### config.mk
export PLATFORM = sky130hd
export DESIGN_NAME = if_stage_flat
export DESIGN_NICKNAME = d
export VERILOG_FILES = /design/src/rtl/if_stage_pkg.sv /design/src/rtl/if_stage_if.sv /design/src/rtl/if_stage_if_id_reg.sv /design/src/rtl/if_stage.sv /design/src/flat_wrapper.sv
export SDC_FILE = /design/constraint.sdc
export NUM_CORES = 1
export LEC_CHECK = 0
export CAP_MARGIN = 20
export CORE_MARGIN = 3
export CORE_UTILIZATION = 49
export CTS_BUF_LIST = sky130_fd_sc_hd__clkbuf_4
export DETAILED_ROUTE_END_ITERATION = 8
export GPL_ROUTABILITY_DRIVEN = 0
export GPL_TIMING_DRIVEN = 0
export HOLD_SLACK_MARGIN = 0.05
export PLACE_DENSITY_LB_ADDON = 0.08
export SKIP_LAST_GASP = 1
export SLEW_MARGIN = 40
export SYNTH_ARGS = -nofsm -noshare
export SYNTH_HDL_FRONTEND = slang
export SYNTH_SLANG_ARGS = --single-unit
### constraint.sdc
create_clock -name clk -period 2.9 [get_ports clk]
set_input_delay 0.58 -clock clk [delete_from_list [all_inputs] [get_ports clk]]
set_output_delay 0.58 -clock clk [all_outputs]
set_load 0.02 [all_outputs]
### src/rtl/if_stage_pkg.sv
// Shared constants for the instruction-fetch stage: next-PC select codes,
// FSM state encoding, NOP word and default vectors.
package if_stage_pkg;

    typedef logic [2:0] pc_src_t;

    localparam pc_src_t SRC_PC4    = 3'd0;
    localparam pc_src_t SRC_BRANCH = 3'd1;
    localparam pc_src_t SRC_JUMP   = 3'd2;
    localparam pc_src_t SRC_JR     = 3'd3;
    localparam pc_src_t SRC_IRQ    = 3'd4;
    localparam pc_src_t SRC_EXC    = 3'd5;

    localparam logic [1:0] ST_BOOT  = 2'd0;
    localparam logic [1:0] ST_RUN   = 2'd1;
    localparam logic [1:0] ST_FAULT = 2'd2;

    localparam logic [31:0] NOP = 32'h0000_0000;

    localparam logic [31:0] DEF_RESET_PC = 32'h8000_0000;
    localparam logic [31:0] DEF_IRQ_PC   = 32'h8000_0004;
    localparam logic [31:0] DEF_EXC_PC   = 32'h8000_0008;

    function automatic logic [31:0] jump_addr(input logic [31:0] pc, input logic [25:0] idx);
        return {pc[31:28], idx, 2'b00};
    endfunction

endpackage

### src/rtl/if_stage_if.sv
// Instruction-memory bus plus IF/ID outputs of the fetch stage.
// master = fetch stage, slave = memory / decode side.
interface if_stage_if;
    logic [30:0] rom_addr;
    logic [31:0] rom_data;
    logic        rom_overflow;
    logic [31:0] if_id_pc;
    logic [31:0] if_id_pc4;
    logic [31:0] if_id_instr;
    logic        if_id_valid;
    logic        fetch_fault;

    modport master (
        output rom_addr, if_id_pc, if_id_pc4, if_id_instr, if_id_valid, fetch_fault,
        input  rom_data, rom_overflow
    );

    modport slave (
        input  rom_addr, if_id_pc, if_id_pc4, if_id_instr, if_id_valid, fetch_fault,
        output rom_data, rom_overflow
    );
endinterface

### src/rtl/if_stage_if_id_reg.sv
// IF/ID pipeline register: bubble has priority over load, otherwise hold.
// A bubble still records the PC so later stages can attribute it.
module if_id_reg
    import if_stage_pkg::*;
(
    input  logic        clk,
    input  logic        rst_n,
    input  logic        load,
    input  logic        bubble,
    input  logic [31:0] pc,
    input  logic [31:0] instr,
    output logic [31:0] if_id_pc,
    output logic [31:0] if_id_pc4,
    output logic [31:0] if_id_instr,
    output logic        if_id_valid
);

    always_ff @(posedge clk or negedge rst_n) begin
        if (!rst_n) begin
            if_id_pc    <= 32'h0;
            if_id_pc4   <= 32'h0;
            if_id_instr <= NOP;
            if_id_valid <= 1'b0;
        end else if (bubble) begin
            if_id_pc    <= pc;
            if_id_pc4   <= pc + 32'd4;
            if_id_instr <= NOP;
            if_id_valid <= 1'b0;
        end else if (load) begin
            if_id_pc    <= pc;
            if_id_pc4   <= pc + 32'd4;
            if_id_instr <= instr;
            if_id_valid <= 1'b1;
        end
    end

endmodule

### src/rtl/if_stage.sv
// Instruction-fetch stage: PC register, next-PC select, BOOT/RUN/FAULT FSM.
// Build option BRANCH_DELAY_SLOT_EN keeps the word after a taken branch/jump/jr.
//
// state | meaning
// BOOT  | after reset: one bubble, PC held
// RUN   | normal fetch
// FAULT | fetch fault: pulse fetch_fault, bubble, PC <= EXC_PC
module if_stage
    import if_stage_pkg::*;
#(
    parameter logic [31:0] RESET_PC = DEF_RESET_PC,
    parameter logic [31:0] IRQ_PC   = DEF_IRQ_PC,
    parameter logic [31:0] EXC_PC   = DEF_EXC_PC
) (
    input  logic        clk,
    input  logic        rst_n,
    input  logic        stall,
    input  logic        flush,
    input  pc_src_t     pc_src,
    input  logic [31:0] branch_target,
    input  logic [25:0] jump_index,
    input  logic [31:0] jr_target,
    if_stage_if.master  bus
);

`ifdef BRANCH_DELAY_SLOT_EN
    localparam bit DELAY_SLOT = 1'b1;
`else
    localparam bit DELAY_SLOT = 1'b0;
`endif

    logic [31:0] pc, pc_next, pc_seq, jr_eff;
    logic [1:0]  state, state_next;
    logic        ifid_load, ifid_bubble, redirect, vector;
    logic [31:0] q_pc, q_pc4, q_instr;
    logic        q_valid;

    // User mode may not jump into supervisor space through jr.
    assign jr_eff   = {pc[31] & jr_target[31], jr_target[30:0]};
    assign redirect = (pc_src == SRC_BRANCH) || (pc_src == SRC_JUMP) || (pc_src == SRC_JR);
    assign vector   = (pc_src == SRC_IRQ) || (pc_src == SRC_EXC);

    always_comb begin
        case (pc_src)
            SRC_BRANCH: pc_seq = branch_target;
            SRC_JUMP:   pc_seq = jump_addr(pc, jump_index);
            SRC_JR:     pc_seq = jr_eff;
            SRC_IRQ:    pc_seq = IRQ_PC;
            SRC_EXC:    pc_seq = EXC_PC;
            default:    pc_seq = pc + 32'd4;
        endcase
    end

    always_comb begin
        state_next  = state;
        pc_next     = pc;
        ifid_load   = 1'b0;
        ifid_bubble = 1'b0;
        case (state)
            ST_BOOT: begin
                ifid_bubble = 1'b1;
                state_next  = ST_RUN;
            end
            ST_FAULT: begin
                ifid_bubble = 1'b1;
                pc_next     = (pc_src == SRC_IRQ) ? IRQ_PC : EXC_PC;
                state_next  = ST_RUN;
            end
            default: begin
                if (vector) begin
                    ifid_bubble = 1'b1;
                    pc_next     = pc_seq;
                end else if (bus.rom_overflow && !stall) begin
                    ifid_bubble = 1'b1;
                    state_next  = ST_FAULT;
                end else if (flush) begin
                    ifid_bubble = 1'b1;
                    pc_next     = stall ? pc : pc_seq;
                end else if (!stall) begin
                    pc_next = pc_seq;
                    if (redirect && !DELAY_SLOT) ifid_bubble = 1'b1;
                    else                         ifid_load   = 1'b1;
                end
            end
        endcase
    end

    always_ff @(posedge clk or negedge rst_n) begin
        if (!rst_n) begin
            pc    <= RESET_PC;
            state <= ST_BOOT;
        end else begin
            pc    <= pc_next;
            state <= state_next;
        end
    end

    if_id_reg u_if_id_reg (
        .clk         (clk),
        .rst_n       (rst_n),
        .load        (ifid_load),
        .bubble      (ifid_bubble),
        .pc          (pc),
        .instr       (bus.rom_data),
        .if_id_pc    (q_pc),
        .if_id_pc4   (q_pc4),
        .if_id_instr (q_instr),
        .if_id_valid (q_valid)
    );

    assign bus.rom_addr    = pc[30:0];
    assign bus.if_id_pc    = q_pc;
    assign bus.if_id_pc4   = q_pc4;
    assign bus.if_id_instr = q_instr;
    assign bus.if_id_valid = q_valid;
    assign bus.fetch_fault = (state == ST_FAULT);

endmodule

### src/flat_wrapper.sv
// flat-port wrapper written by rule: the top's interface ports become plain ports
module if_stage_flat import if_stage_pkg::*;
#(
    parameter logic [31:0] RESET_PC = DEF_RESET_PC,
    parameter logic [31:0] IRQ_PC   = DEF_IRQ_PC,
    parameter logic [31:0] EXC_PC   = DEF_EXC_PC
)
  (clk, rst_n, stall, flush, pc_src, branch_target, jump_index, jr_target, bus_rom_addr, bus_if_id_pc, bus_if_id_pc4, bus_if_id_instr, bus_if_id_valid, bus_fetch_fault, bus_rom_data, bus_rom_overflow);
  if_stage_if bus_i ();
  input  logic clk;
  input  logic rst_n;
  input  logic stall;
  input  logic flush;
  input  pc_src_t pc_src;
  input  logic [31:0] branch_target;
  input  logic [25:0] jump_index;
  input  logic [31:0] jr_target;
  output wire logic [$bits(bus_i.rom_addr)-1:0] bus_rom_addr;
  output wire logic [$bits(bus_i.if_id_pc)-1:0] bus_if_id_pc;
  output wire logic [$bits(bus_i.if_id_pc4)-1:0] bus_if_id_pc4;
  output wire logic [$bits(bus_i.if_id_instr)-1:0] bus_if_id_instr;
  output wire logic [$bits(bus_i.if_id_valid)-1:0] bus_if_id_valid;
  output wire logic [$bits(bus_i.fetch_fault)-1:0] bus_fetch_fault;
  input wire logic [$bits(bus_i.rom_data)-1:0] bus_rom_data;
  input wire logic [$bits(bus_i.rom_overflow)-1:0] bus_rom_overflow;
  assign bus_rom_addr = bus_i.rom_addr;
  assign bus_if_id_pc = bus_i.if_id_pc;
  assign bus_if_id_pc4 = bus_i.if_id_pc4;
  assign bus_if_id_instr = bus_i.if_id_instr;
  assign bus_if_id_valid = bus_i.if_id_valid;
  assign bus_fetch_fault = bus_i.fetch_fault;
  assign bus_i.rom_data = bus_rom_data;
  assign bus_i.rom_overflow = bus_rom_overflow;
  if_stage #(.RESET_PC(RESET_PC), .IRQ_PC(IRQ_PC), .EXC_PC(EXC_PC)) u_core (.clk(clk), .rst_n(rst_n), .stall(stall), .flush(flush), .pc_src(pc_src), .branch_target(branch_target), .jump_index(jump_index), .jr_target(jr_target), .bus(bus_i));
endmodule
# Word-level counts from Yosys, hierarchy flattened
# Index checks and enable logic that the tools add are counted.
# word_totals
output_inout_bits	129
wordCells	58
ff_bits	131
in_bits	130
# classes
n_mux	29
eq_ne	9
reduce_logical	11
add_sub_neg	1
bitwise_logic	2
# op_table
cell	count
$mux 32	9
$pmux 32 s5	1
$pmux 32 s2	1
$add 32x3->32 const B	1
$mux 1	14
$eq 3x2->1 const B	2
$eq 3x3->1 const B	2
$mux 2	3
$mux 4	1
$reduce_bool 2->1	2
$eq 3x1->1 const B	1
$logic_or 1x1->1	3
$ne 3x1->1 const B	1
$ne 3x2->1 const B	1
$reduce_and 3->1	1
$eq 2x2->1 const B	1
$logic_not 2->1	1
$ne 2x2->1 const B	1
$reduce_and 2->1	1
$reduce_or 2->1	1
$and 1x1->1	1
$logic_and 1x1->1	1
$logic_not 1->1	1
$not 1->1	1

# Logic depth before layout (Yosys ltp)
# Gate-level depths: netlist (run 1).
# logic_depth
ltp_word	11
mapped_depth	11

# Cells and area by module
# A second synthesis (run 1) with hierarchy kept.
# unflattened
hier_cells	835
area_unflattened_um2	7447.1
# modules_own_cells
mod	seq_area_each_um2	area_each_um2	instances	cells_per_inst
if_id_reg	2377.3	4240.3	1	435
if_stage	852.1	3206.8	1	400

# Worst setup path before layout (run 1)
# Ideal clock, no wire load.
# synth_path
path_type	input -> register
start	input pc_src[1]
end	register u_core.u_if_id_reg.if_id_pc4[28]
setup_slack_ns	0.229
path_buffers	5
cell_stages	10
required_time_ns	2.764
t_arrival_ns	2.535
setup_time_ns	0.136
cell_sequence	clkbuf_1 inv_1 clkbuf_1 ha_1 nor3b_1 and2_1 clkbuf_1 clkbuf_1 clkbuf_1 o21ai_0
# synth_via
elab_chain_len	10
# synth_lines
item	line	rtl
start: declaration	flat_wrapper.sv:14	input pc_src_t pc_src;
$eq 3x1->1 / $eq 3x2->1 (equally long branches)	if_stage.sv:40	assign redirect = (pc_src == SRC_BRANCH) || (pc_src == SRC_JUMP) || (pc_src == SRC_JR);
$logic_or 1x1->1 (2 in series)	if_stage.sv:40	
$mux 1	if_stage.sv:81	if (redirect && !DELAY_SLOT) ifid_bubble = 1'b1;
$mux 1	if_stage.sv:79	end else if (!stall) begin
$mux 1	if_stage.sv:76	end else if (flush) begin
$mux 1	if_stage.sv:73	end else if (bus.rom_overflow && !stall) begin
$mux 1	if_stage.sv:70	if (vector) begin
$mux 1	if_stage.sv:59	case (state)
$mux 32 / $reduce_bool 2->1 (equally long branches)	-	
end signal: assignment	if_stage_if_id_reg.sv:26	if_id_pc4 <= pc + 32'd4;
end signal: assignment	if_stage_if_id_reg.sv:31	if_id_pc4 <= pc + 32'd4;
end: declaration	if_stage_if_id_reg.sv:13	output logic [31:0] if_id_pc4,
# Several ways; a longest one is shown, not always the timed one.
# A chain may end at the register's enable or synchronous reset.

# Worst setup path after layout (run 1)
# layout_path
start	input pc_src[0]
end	register u_core.pc[8]
# layout_via
elab_chain_len	6
# layout_lines
item	line	rtl
$eq 3x3->1, or another cell as far along	if_stage.sv:41, if_stage.sv:44	
$pmux 32 s5	if_stage.sv:44	case (pc_src)
$mux 32	if_stage.sv:78, if_stage.sv:79	
$mux 32	if_stage.sv:73	
$mux 32	if_stage.sv:70	
$pmux 32 s2	if_stage.sv:59	
end signal: assignment	if_stage.sv:93	pc <= pc_next;
end: declaration	if_stage.sv:32	logic [31:0] pc, pc_next, pc_seq, jr_eff;
# Several ways; a longest one is shown, not always the timed one. The select of a mux whose other input is x is not followed.

==> run_results.csv, run 1 <==
group,metric,value,unit
setup_path,crit_slowest_cell,"clkbuf_1",
cts,root_buffer,"clkbuf_4",
floorplanning,dieArea,15200,sq um
synthesis,yosysWarnings,0,
timing,finalCriticalPeriod,2780,ps
layout,layout.nets,1134,
setup_path,crit_chain,"clkdlybuf4s50_1, clkbuf_1, nor2b_1, clkbuf_1, a21oi_1, o22a_1, o21ai_0",
routing,viasPerCell,5.68,
floorplanning,start_util,50.4,%
job,max-cap-violations,0,
global_route,grt_usage,30.2,%
floorplanning,fp.dieW,123,um
power_and_ir_drop,p_leak,4.45,nW
setup_path,crit_family,"buffers and inverters",
routing,drc,0,
power_and_ir_drop,switchingPower,1.75,mW
global_route,grt_pass1_wl,34800,um
setup_path,crit_path_frequent_cell,"clkbuf_1",
worst_hold_path,worst_hold_path_type,"flop to flop",
timing,finalSetupViolations,0,
synthesis,ys_seq_area_share,48.0,%
power_and_ir_drop,p_total,5.32,mW
routing,wl_per_cell,19.2,um
cts,clk_latency,560,ps
synthesis,async_reset_ff_share,100,%
setup_path,cp-end-kind,"flop",
cts,clock_path_buffers,2,
layout,post_route_cells_drive_above_1_share,11.5,%
synthesis,synth-edff-count,0,
cts,cts_tree,"done",
floorplanning,ios,259,
synthesis,synth.distinct_cells,63,
timing,worst_pin_slew,724,ps
timing,finalHoldViolations,0,
global_route,antenna_found_initial,0,
setup_path,critPathKind,"primary input to flop",
power_and_ir_drop,power_density,534,nW/um^2
cts,cts_buffers,17,
power_and_ir_drop,p_comb_share,32.1,%
synthesis,netlist_area,6730,sq um
synthesis,ys.flop_type,"dfrtp_1",
routing,postRouteAntennaNets,0,
timing,fin_crit_sh,95.7,%
timing,maxSlewViolCount,0,
power_and_ir_drop,intPower,3.58,mW
setup_path,cp_max_fo,10,
setup_path,worstPathArrival,3230,ps
synthesis,avgSynthCellArea,9.28,sq um
floorplanning,core,13300,sq um
setup_path,timing.critical_path.buf_inv,3,
setup_path,critical_path_required,3360,ps
routing,initialDrtViolationCount,610,
outcome,status,"completed",
cts,cts.sinks,129,
timing,slew_headroom,51.6,%
timing,fin_hold_ws,478,ps
timing,rsz0062_at_grt,"false",
routing,dr.pass1.iters,5,
power_and_ir_drop,ir_drop,0.277,mV
synthesis,synth_nets,857,
routing,via_count,6765,
setup_path,startpoint_type,"primary input",
cts,cts_max_level,4,
layout,synthToLayoutAreaGrowth,48.1,%
global_route,overflow,0,
synthesis,ys_seq_elements,129,
floorplanning,num_rows,42,
setup_path,r2r_slack,370,ps
timing,skew,16.9,ps
power_and_ir_drop,switching_share,32.8,%
power_and_ir_drop,clock_power_share,26.1,%
global_route,grt_pass1_vias,6444,
synthesis,synth_cells,725,
placement,dp_hpwl,17100,um
routing,drt-total-wl,22900,um
power_and_ir_drop,power_frac_seq,41.8,%
cts,clkTransAtPathRegs,120,ps
placement,portBuffers,258,
global_route,grt_start_max_net_pins,72,
timing,fin_tns_setup,0,ps
setup_path,crit_path_max_incr_delay,540,ps
floorplanning,die_y,123,um
timing,fin_ws,125,ps
timing,max_clock_freq,360,MHz
placement,place_ws,-1470,ps
[layout make-up]
| type | count | area (sq um) |
|---|---|---|
| timing repair buffer | 261 | 2640 |
| multi-input combinational | 502 | 3030 |
| sequential | 129 | 3230 |
| inverter | 9 | 33.8 |
| buffer | 82 | 490 |
| tap | 176 | 220 |
| clock buffer | 21 | 158 |
| fill | 1068 | 3380 |
| antenna | 1 | 2.50 |
| clock inverter | 11 | 163 |
[layer usage]
| layer | routed length (um) | share of wire (%) | up-vias | global-route usage (%) |
|---|---|---|---|---|
| met1 | 9090 | 40 | 3259 | 39.4 |
| met2 | 10900 | 47 | 354 | 47.6 |
| met3 | 2350 | 10 | 48 | 8.74 |
| li1 | - | - | 3104 | - |
| met5 | 0 | 0 | - | 0 |
| met4 | 599 | 2.6 | 0 | 11.9 |
[repair_timing]
action                                 in CTS  in global routing
setup buffers                               0                  1
setup endpoints to repair                 127                121
gates cloned                                0                  0
hold buffers                                1                  0
pin swaps                                   0                  1
resized for setup                          23                 17
endpoints found under the hold margin      57                  0
[flip-flops by register name, indices dropped and copies added (netlist names)]
register and cells:
u_core.state 2, u_core.u_if_id_reg.if_id_instr 32, u_core.u_if_id_reg.if_id_pc 32, u_core.pc 32
u_core.u_if_id_reg.if_id_pc4 30, u_core.u_if_id_reg.if_id_valid 1
[cell families after synthesis]
family,share of synthesized area [%]
AND/OR/NAND/NOR,18.6
AO/OA/AOI/OAI,19.5
multiplexers,3.18
flip-flops,48.0
adder cells (fa/ha/maj),0.372
XOR/XNOR,3.12
buffers and inverters,7.29
[worst paths after layout]
path	start	endpoint	depth (start not counted)
worst min-delay path	u_core.u_if_id_reg.if_id_pc[3]$_DFFE_PN0P_	u_core.u_if_id_reg.if_id_pc[3]$_DFFE_PN0P_	2
min in group asynchronous	rst_n	u_core.u_if_id_reg.if_id_instr[25]$_DFFE_PN0P_	2
worst min register to register	u_core.u_if_id_reg.if_id_pc[3]$_DFFE_PN0P_	u_core.u_if_id_reg.if_id_pc[3]$_DFFE_PN0P_	2
worst max-delay path	pc_src[0]	u_core.pc[8]$_DFFE_PN0P_	7
max in group asynchronous	rst_n	u_core.u_if_id_reg.if_id_pc4[11]$_DFFE_PN0P_	3
worst max register to register	u_core.pc[3]$_DFFE_PN0P_	u_core.pc[26]$_DFFE_PN0P_	6
[Yosys cell counts, types with 4 or more instances]
library cell / number / area share (%)
nand2_1: 148 / 8.3
dfrtp_1: 128 / 48
o21ai_0: 50 / 3.7
a22o_1: 39 / 5.1
clkbuf_1: 39 / 2.2
nor2_1: 37 / 2.1
buf_4: 33 / 3.7
a21oi_1: 28 / 2.1
nand3_1: 21 / 1.6
mux2i_1: 18 / 2.7
xor2_1: 16 / 2.1
buf_2: 11 / 0.82
o21ai_1: 11 / 0.82
a22oi_1: 10 / 1.1
inv_1: 9 / 0.50
nand4_1: 9 / 0.84
xnor2_1: 8 / 1.0
a31oi_1: 7 / 0.65
and3_1: 7 / 0.65
nor2b_1: 6 / 0.56
and2_1: 5 / 0.46
nor3_1: 5 / 0.37
o211ai_1: 5 / 0.56
nand3b_1: 4 / 0.45
o311ai_0: 4 / 0.52
o31ai_1: 4 / 0.45
o32a_1: 4 / 0.59
o32ai_1: 4 / 0.52
[stage by stage]
step	util (%)	cells	instance area, sq um
2_1_floorplan	-	725	6730
3_3_place_gp	71.4	1159	9530
3_5_place_dp	71.7	1160	9570
4_1_cts	74.4	1190	9930
5_1_grt	74.6	1191	9960
6_report	74.7	1192	9970
[layout by cell type (no fill, tap or decap), drive strengths merged, types with 22 or more instances in the layout]
cell type / Yosys / layout
dfrtp: 128 / 128
buf: 46 / 48
nand3: 22 / 22
a22o: 39 / 39
clkbuf: 39 / 58
o21ai: 61 / 61
nand2: 148 / 148
nor2: 38 / 38
clkdlybuf4s50: 0 / 255
a21oi: 28 / 28
[power by group through the flow]
stage,Clock [mW],Sequential [mW],Combinational [mW]
2_1_floorplan,0,2.41,0.652
3_3_place_gp,0,2.25,1.67
3_5_place_dp,0,2.25,1.69
4_1_cts,1.41,2.22,1.71
5_1_grt,1.49,2.26,1.82
6_report,1.39,2.22,1.71
[tightest hold or removal path, cell delays in order (launching register included)]
cell,delay [ps]
dfrtp_1,360
nand2_1,50
nand2_1,50
Power figures use the tool's default switching activity.
==> run 2: changes to the inputs <==
- PLACE_DENSITY: unset -> 0.95
- PLACE_DENSITY_LB_ADDON: 0.08 -> unset
==> run 2 against run 1 <==
Combinational power about the same; critical path type unchanged; via count is 3.7% higher; hold slack worse by 2.2 ps; power fell by 1.1%; highest routed layer is now met5; register-to-register slack lost 320 ps; critical path depth increased by 3; cell count about the same; core utilization down 0.26 points; sequential power about the same; the run now ends with setup timing left; clock power is 7% lower; sequential cell count unchanged; routed wire length rose by 7.7%.
==> run_results.csv, run 2 (same netlist as run 1, synthesis figures left out) <==
group,metric,value,unit
timing,worst_pin_slew,752,ps
cts,root_buffer,"clkbuf_4",
setup_path,crit_path_max_incr_delay,610,ps
timing,fin_ws,-21.5,ps
layout,stdcell_area,9930,sq um
power_and_ir_drop,ir_drop,0.314,mV
setup_path,crit_chain,"clkdlybuf4s50_1, clkbuf_2, inv_1, buf_2, ha_1, and2_2, clkbuf_4, nand2_1, o22a_1, o32ai_1",
cts,cts_buffers,17,
routing,initialDrtViolationCount,993,
floorplanning,die_y,123,um
layout,top_regs,"u_core.pc x32, u_core.u_if_id_reg.if_id_instr x32, u_core.u_if_id_reg.if_id_pc x32",
worst_hold_path,hold_end,"u_core.u_if_id_reg.if_id_pc[18]$_DFFE_PN0P_",
routing,drt-total-wl,24700,um
layout,synthToLayoutAreaGrowth,47.6,%
routing,dr.max_layer_used,"met5",
setup_path,critPathKind,"primary input to flop",
worst_hold_path,hp-start,"u_core.u_if_id_reg.if_id_pc[18]$_DFFE_PN0P_",
setup_path,crit_slowest_cell,"clkdlybuf4s50_1",
floorplanning,start_util,50.4,%
cts,cts_tree,"done",
setup_path,worstPathArrival,3350,ps
floorplanning,dieArea,15200,sq um
timing,finalHoldViolations,0,
layout,layout.nets,1134,
routing,via_count,7016,
layout,post_route_cells_drive_above_1_share,11.6,%
routing,wl_met3,3090,um
global_route,grt_usage,31.6,%
timing,max_clock_freq,342,MHz
timing,rsz0062_at_grt,"true",
floorplanning,num_rows,42,
timing,slew_headroom,49.9,%
global_route,grt_start_max_net_pins,69,
global_route,grt_pass1_vias,6585,
timing,finalCriticalPeriod,2920,ps
global_route,overflow,0,
job,max-cap-violations,0,
setup_path,cp-end-kind,"flop",
routing,wl_met2,11700,um
routing,drc,0,
timing,finalSetupViolations,2,
timing,fin_hold_ws,476,ps
cts,clock_path_buffers,2,
setup_path,cp_max_fo,10,
setup_path,r2r_end,"u_core.pc[28]$_DFFE_PN0P_",
cts,clk_latency,570,ps
cts,cts_max_level,4,
global_route,antenna_found_initial,1,
routing,viasPerCell,5.89,
timing,maxSlewViolCount,0,
floorplanning,core,13300,sq um
placement,portBuffers,258,
setup_path,startpoint_type,"primary input",
cts,cts.sinks,129,
placement,placed_area,9570,sq um
placement,dp_hpwl,18300,um
layout,final_common_cell,"clkdlybuf4s50_1",
timing,fin_crit_sh,101,%
outcome,status,"finished, violations left",
floorplanning,fp.dieW,123,um
floorplanning,ios,259,
placement,place_ws,-1500,ps
setup_path,critical_path_required,3330,ps
worst_hold_path,worst_hold_path_type,"flop to flop",
setup_path,r2r_slack,50,ps
power_and_ir_drop,p_total,5.26,mW
setup_path,reg2regPathDepth,6,
layout,most-common-layout-cells,"256 x clkdlybuf4s50_1, 147 x nand2_1, 128 x dfrtp_1, 50 x o21ai_0, 39 x a22o_1",
power_and_ir_drop,p_leak,4.42,nW
power_and_ir_drop,power_density,530,nW/um^2
routing,met1_length,9190,um
global_route,grt_pass1_wl,36200,um
setup_path,startpoint,"pc_src[1]",
routing,wl_per_cell,20.7,um
routing,dr.pass1.iters,6,
routing,postRouteAntennaNets,0,
timing,skew,18.0,ps
cts,clkTransAtPathRegs,120,ps
setup_path,reg2reg_from,"u_core.pc[3]$_DFFE_PN0P_",
worst_hold_path,worstHoldPathCells,2,
outcome,violations,"setup timing",
run 2: cell types whose count changed in the layout (fill, tap and decap cells not counted), sizes merged:
cell	delta
clkinvlp	+2
clkbuf	-4
clkdlybuf4s50	+1
bufinv	-1
buf	+2
dlymetal6s2s	-1
run 2: critical path, delay by kind of cell:
kind / cells / cell delay, ps
AOI/OAI and AO/OA: 2 / 580
and+or+nand+nor: 2 / 330
adders and majority gates: 1 / 390
buffers and inverters: 5 / 1460
run 2: how the worst max path moves through the flow:
stage	slack, ps	cells after the start	to
2_1_floorplan	230	10	u_core.u_if_id_reg.if_id_pc4[28]$_DFFE_PN0P_
4_1_cts	-20	4	bus_fetch_fault
5_1_grt	-30	11	u_core.pc[24]$_DFFE_PN0P_
6_report	-20	10	u_core.pc[28]$_DFFE_PN0P_
3_5_place_dp	-1500	12	u_core.u_if_id_reg.if_id_pc4[12]$_DFFE_PN0P_
3_3_place_gp	-3760	1	u_core.u_if_id_reg.if_id_pc[19]$_DFFE_PN0P_
run 2: per-layer routing:
metal  GRT usage (%)  vias up
met5               0        -
met4            12.0        2
met3            10.4       71
met2            50.6      501
met1            39.9     3337
li1                -     3105
run 2: through the flow:
| stage | setup TNS, ps | cells | utilization (%) |
|---|---|---|---|
| after floorplan | 0 | 725 | - |
| after global placement | -620300 | 1159 | 71.4 |
| after detailed placement | -149720 | 1160 | 71.7 |
| after CTS | -15.4 | 1190 | 74.2 |
| after global routing | -129 | 1190 | 74.4 |
| final | -39.3 | 1191 | 74.4 |
run 2: timing repair:
action | CTS | global route
hold endpoints to repair | 61 | 0
setup buffers | 1 | 0
pin swaps | 1 | 0
setup endpoints to repair | 127 | 118
resized for setup | 25 | 19
hold buffers | 1 | 0
run 2: area by class of cell:
class                      count  area [sq um]
antenna                        1          2.50
clock inverter                12           143
inverter                       9          33.8
tap                          176           220
fill                         961          3420
buffer                        82           489
multi-input combinational    502          3040
clock buffer                  19           143
timing repair buffer         261          2640
sequential                   129          3230
run 2: power by group:
part	internal, mW	switching [mW]	total (mW)
Sequential	2.02	0.211	2.23
Clock	0.599	0.693	1.29
Combinational	0.843	0.896	1.74
